File: config.mk
export PLATFORM = sky130hd
export DESIGN_NAME = gshare_btb_predictor
export DESIGN_NICKNAME = d
export VERILOG_FILES = /design/src/rtl/gshare_btb_predictor.sv
export SDC_FILE = /design/constraint.sdc
export NUM_CORES = 2
export LEC_CHECK = 0
export CORE_ASPECT_RATIO = 0.8
export CORE_UTILIZATION = 60
export CTS_CLUSTER_SIZE = 12
export DETAILED_ROUTE_END_ITERATION = 8
export PLACE_DENSITY_LB_ADDON = 0.08
export SLEW_MARGIN = 20
export SYNTH_ARGS = -nofsm -noshare
export SYNTH_HDL_FRONTEND = slang
export SYNTH_SLANG_ARGS = --single-unit
File: constraint.sdc
create_clock -name clk -period 11.9 [get_ports clk]
set_input_delay 2.38 -clock clk [delete_from_list [all_inputs] [get_ports clk]]
set_output_delay 2.38 -clock clk [all_outputs]
set_load 0.02 [all_outputs]
File: src/rtl/gshare_btb_predictor.sv
// gshare_btb_predictor: gshare direction predictor with a direct-mapped BTB
module gshare_btb_predictor #(
  parameter int BTB_ENTRIES = 32,
  parameter int PHT_BITS    = 5,
  parameter int CNT_BITS    = 2
) (
  input  logic                clk,
  input  logic                reset,
  input  logic [31:0]         current_pc,
  output logic [31:0]         predicted_next_pc,
  output logic                predicted_branch_taken,
  output logic [PHT_BITS-1:0] predicted_bhr,
  input  logic                update_valid,
  input  logic                update_is_jump,
  input  logic [31:0]         pc_for_update,
  input  logic [31:0]         update_next_pc,
  input  logic                update_taken,
  input  logic [PHT_BITS-1:0] update_bhr
);
  localparam int IDX = $clog2(BTB_ENTRIES);
  localparam int TAG_W = 30 - IDX;
  localparam int PHT_N = 2 ** PHT_BITS;
  localparam logic [CNT_BITS-1:0] CNT_INIT = CNT_BITS'(2 ** (CNT_BITS - 1) - 1);
  localparam logic [CNT_BITS-1:0] CNT_ONE = CNT_BITS'(1);
  logic [BTB_ENTRIES-1:0] r_valid;
  logic [BTB_ENTRIES-1:0] r_jump;
  logic [TAG_W-1:0]       r_tag    [BTB_ENTRIES];
  logic [31:0]            r_target [BTB_ENTRIES];
  logic [CNT_BITS-1:0]    r_pht    [PHT_N];
  logic [PHT_BITS-1:0]    r_bhr;
  logic [IDX-1:0]         w_bi, w_ubi;
  logic [PHT_BITS-1:0]    w_pi, w_upi;
  logic                   w_hit, w_taken;
  logic [CNT_BITS-1:0]    w_ucnt, w_cnt_next;
  logic [PHT_BITS:0]      w_bhr_shift;
  logic                   w_unused;
  assign w_unused = ^pc_for_update[1:0];
  // prediction path: purely combinational from current_pc and live state
  always_comb begin
    w_bi = current_pc[IDX+1:2];
    w_pi = current_pc[PHT_BITS+1:2] ^ r_bhr;
    w_hit = r_valid[w_bi] && (r_tag[w_bi] == current_pc[31:IDX+2]);
    w_taken = w_hit && (r_jump[w_bi] || r_pht[w_pi][CNT_BITS-1]);
    predicted_branch_taken = w_taken;
    predicted_next_pc = w_taken ? r_target[w_bi] : current_pc + 32'd4;
    predicted_bhr = r_bhr;
  end
  // update-side indices, saturating counter step and shifted history
  always_comb begin
    w_ubi = pc_for_update[IDX+1:2];
    w_upi = pc_for_update[PHT_BITS+1:2] ^ update_bhr;
    w_ucnt = r_pht[w_upi];
    w_cnt_next = update_taken ? ((w_ucnt == '1) ? w_ucnt : w_ucnt + CNT_ONE)
                              : ((w_ucnt == '0) ? w_ucnt : w_ucnt - CNT_ONE);
    w_bhr_shift = {r_bhr, update_taken};
  end
  // resettable state: valid bits, counters and history; reset beats update
  always_ff @(posedge clk) begin
    if (reset) begin
      r_valid <= '0;
      r_bhr <= '0;
      for (int k = 0; k < PHT_N; k++) r_pht[k] <= CNT_INIT;
    end else if (update_valid) begin
      if (update_taken) r_valid[w_ubi] <= 1'b1;
      if (!update_is_jump) begin
        r_pht[w_upi] <= w_cnt_next;
        r_bhr <= w_bhr_shift[PHT_BITS-1:0];
      end
    end
  end
  // BTB payload needs no reset since valid gates every use
  always_ff @(posedge clk) begin
    if (update_valid && update_taken) begin
      r_tag[w_ubi] <= pc_for_update[31:IDX+2];
      r_target[w_ubi] <= update_next_pc;
      r_jump[w_ubi] <= update_is_jump;
    end
  end
endmodule
==> reports/metrics.csv <==
metric,value,unit
final worst slack,1.57,ns
Remaining DRCs,0,
number of global-route vias before repair,39500,
clk_skew,0.00449,ns
"Hold Vio Cnt, Final",0,
Hold Path Stages,2,
HP Start,r_valid[14],
minimum clock period,10.33,ns
Crit Reg-Reg Startpoint,r_pht[10][1],
Clock Sinks,1957,
largest net degree at the start of global routing,76,
Critical Path AT,7.95,ns
clock latency on the worst-skew pair,0.81,ns
Die Span Y,322,µm
worst reg-to-reg setup slack,8.97,ns
status,finished clean,
"Slew Viols, Final",0,
crit path launch type,input port,
Vias/cell,7.01,
Ys Warns,0,
RSZ-0062 raised after global routing,false,
DRT Pass-1 Iters,7,
"commonest non-fill, non-tap cells in the layout","edfxtp_1, mux4_2, clkbuf_16",
final period utilization,86.8,%
Final nets,3939,
initial antenna violation count,13,
pre-CTS setup slack,1.66,ns
Filler cells,7819,
first-pass GRT wire length,284,mm
Netlist Area Pre-Place,76900,µm²
CTS Hold Buffers Added,0,
relative slew slack,19.9,%
synth top area cells,"edfxtp_1, mux4_2, mux2i_1, dfxtp_1, nor2_1",
grt ovf,0,
Hold Slack,0.472,ns
register area share after synthesis,76.0,%
Initial Utilization,60.4,%
clock slew at reported path FFs,0.06,ns
max-cap check violation count,0,
cells on worst reg2reg path,8,
type of the most critical hold path,flop to flop,
Gate Count Post-Synth,3574,
total CTS buffers,188,
Final ANT Viol Nets,0,
GRT Overall Usage,31.7,%
P_leak,26.8,nW
final setup vio count,0,
"leading cell type in the layout, fill and taps excluded",edfxtp_1,
worst slew pin tran,1.17,ns
Die W,402,µm
H-tree levels,4,
async set or reset register ratio after synthesis,0,%
Port Buffer Count,141,
maximum clock rate,96.8,MHz
dpl hpwl,109,mm
Synthesized Nets,3681,
unique cell type count in the Yosys netlist,68,
Yosys reg bits,1957,
post-synth top area share,75.0,%
area grow syn2layout,11.8,%
clock root buffer,clkbuf_16,
RR Endpoint,r_pht[9][0],
worst path required time,9.52,ns
wire per inst,36.1,µm
CP endpoint kind,primary output,
Core Rows,117,
Core Region,127000,µm²
Peak VDD IR,0.000152,V
DP Cell Count,5308,
clock tree from TritonCTS,yes,
"Setup Fix Bufs, Post-CTS",0,
CP max FO,64,
final WL,202,mm
# IOs,144,
Die Area,130000,µm²
largest area contributor in the netlist,edfxtp_1,
Main synth FF type,edfxtp_1,
Final GP Congestion,0.926,
kind of critical path,input port to primary output,
fin cells,5586,
setup TNS,0,ns
Clock Tree Buf Depth,3,
Post-synth EDFFs,1920,
share of layout cells above drive strength 1,24.3,%
pwr dens,160,nW/µm²
DR vias,39200,
hold endpoint,r_valid[14],
"Avg Cell Area, Syn",21.5,µm²
DRT iter0 DRCs,5631,
post-cts sizing count,0,
==> synthesized netlist by cell type, types with 3 or more instances <==
cell	n
a2111oi_0	11
a211oi_1	37
a211oi_2	3
a21bo_2	7
a21oi_1	37
a221oi_1	5
a22o_1	21
a22oi_1	22
a31oi_1	8
a32oi_1	3
and2_1	64
and3_1	8
and3b_1	3
and4_1	4
buf_1	11
buf_2	63
buf_4	16
buf_6	11
clkbuf_1	87
dfxtp_1	37
edfxtp_1	1920
inv_1	10
mux2_2	16
mux2i_1	113
mux4_2	511
nand2_1	102
nand2b_1	3
nand3_1	15
nand3b_1	12
nand4_1	42
nand4b_1	3
nor2_1	161
nor2b_1	7
nor3_1	7
nor4_1	8
o211ai_1	8
o21ai_0	13
o221ai_1	17
o22a_1	14
o22ai_1	17
or2_2	32
or3_1	13
xnor2_1	18
xor2_1	23
==> how the worst max path moves through the flow <==
stage / to / slack [ns] / from / cells past startpoint
2_1_floorplan: predicted_next_pc[7] / 4.06 / current_pc[2] / 13
3_5_place_dp: predicted_next_pc[6] / 1.66 / current_pc[2] / 13
5_1_grt: predicted_next_pc[7] / 1.29 / current_pc[2] / 12
3_3_place_gp: predicted_next_pc[7] / 1.66 / current_pc[2] / 12
6_report: predicted_next_pc[7] / 1.57 / current_pc[2] / 12
4_1_cts: predicted_next_pc[6] / 1.63 / current_pc[2] / 13
==> flip-flops by register name, summed over array words and instances, names as in the netlist <==
signal	count
r_target	1024
r_tag	800
r_pht	64
r_jump	32
r_valid	32
predicted_bhr	5
==> layout make-up <==
cell class	instances	area, µm²	area share, %
tap	1666	2080	2.43
clock buffer	244	5140	5.98
inverter	11	47.5	0.0553
antenna	3	7.51	0.00874
sequential	1957	58400	68.0
multi-input combinational	1416	17700	20.6
clock inverter	31	159	0.185
timing repair buffer	258	2370	2.76
==> kinds of logic (layout without fill, tap and decap cells) <==
kind of cell,count (synthesis),count (layout),share of synthesized area (%)
mux,642,642,16.7
flops,1957,1957,76.0
simple gates,493,493,3.20
other cells,0,3,0
compound gates,237,237,2.29
fa+ha+maj,2,2,0.0293
xor+xnor,42,42,0.488
buf+inv,201,544,1.31
==> metrics by stage <==
step                      utilization (%)  cell area, µm²  power (mW)
final                                67.5           85900        13.8
after global routing                 67.5           85900        14.1
after CTS                            67.6           85900        13.8
after detailed placement             63.4           80700        8.55
after global placement               63.4           80600        8.52
after floorplan                         -           76900        8.23
==> power breakdown <==
part | leakage [nW] | switching [mW] | internal (mW)
Sequential | 17.5 | 0.0138 | 7.62
Combinational | 6.71 | 0.464 | 0.308
Clock | 2.57 | 2.40 | 2.98
Total | 26.8 | 2.88 | 10.9
==> metal layers <==
layer  vias to the layer above  track usage, %  wire length [µm]
li1                      15500               -                 -
met3                       374            6.82             21800
met2                      2417            48.7             94500
met1                     20900            46.3             79500
met4                        12            10.2              5750
met5                         -               0                78
==> worst max-delay path: stages <==
cell	delay [ns]
buf_8	0.50
or3b_1	0.77
o22ai_1	0.19
a2111oi_0	0.99
or3_1	0.25
nand4_1	0.10
nor4_1	0.30
and4_1	0.44
buf_4	0.29
nor3_1	0.08
a211oi_1	0.73
clkdlybuf4s50_1	0.77
No activity file was read; power rests on OpenSTA's default activity.
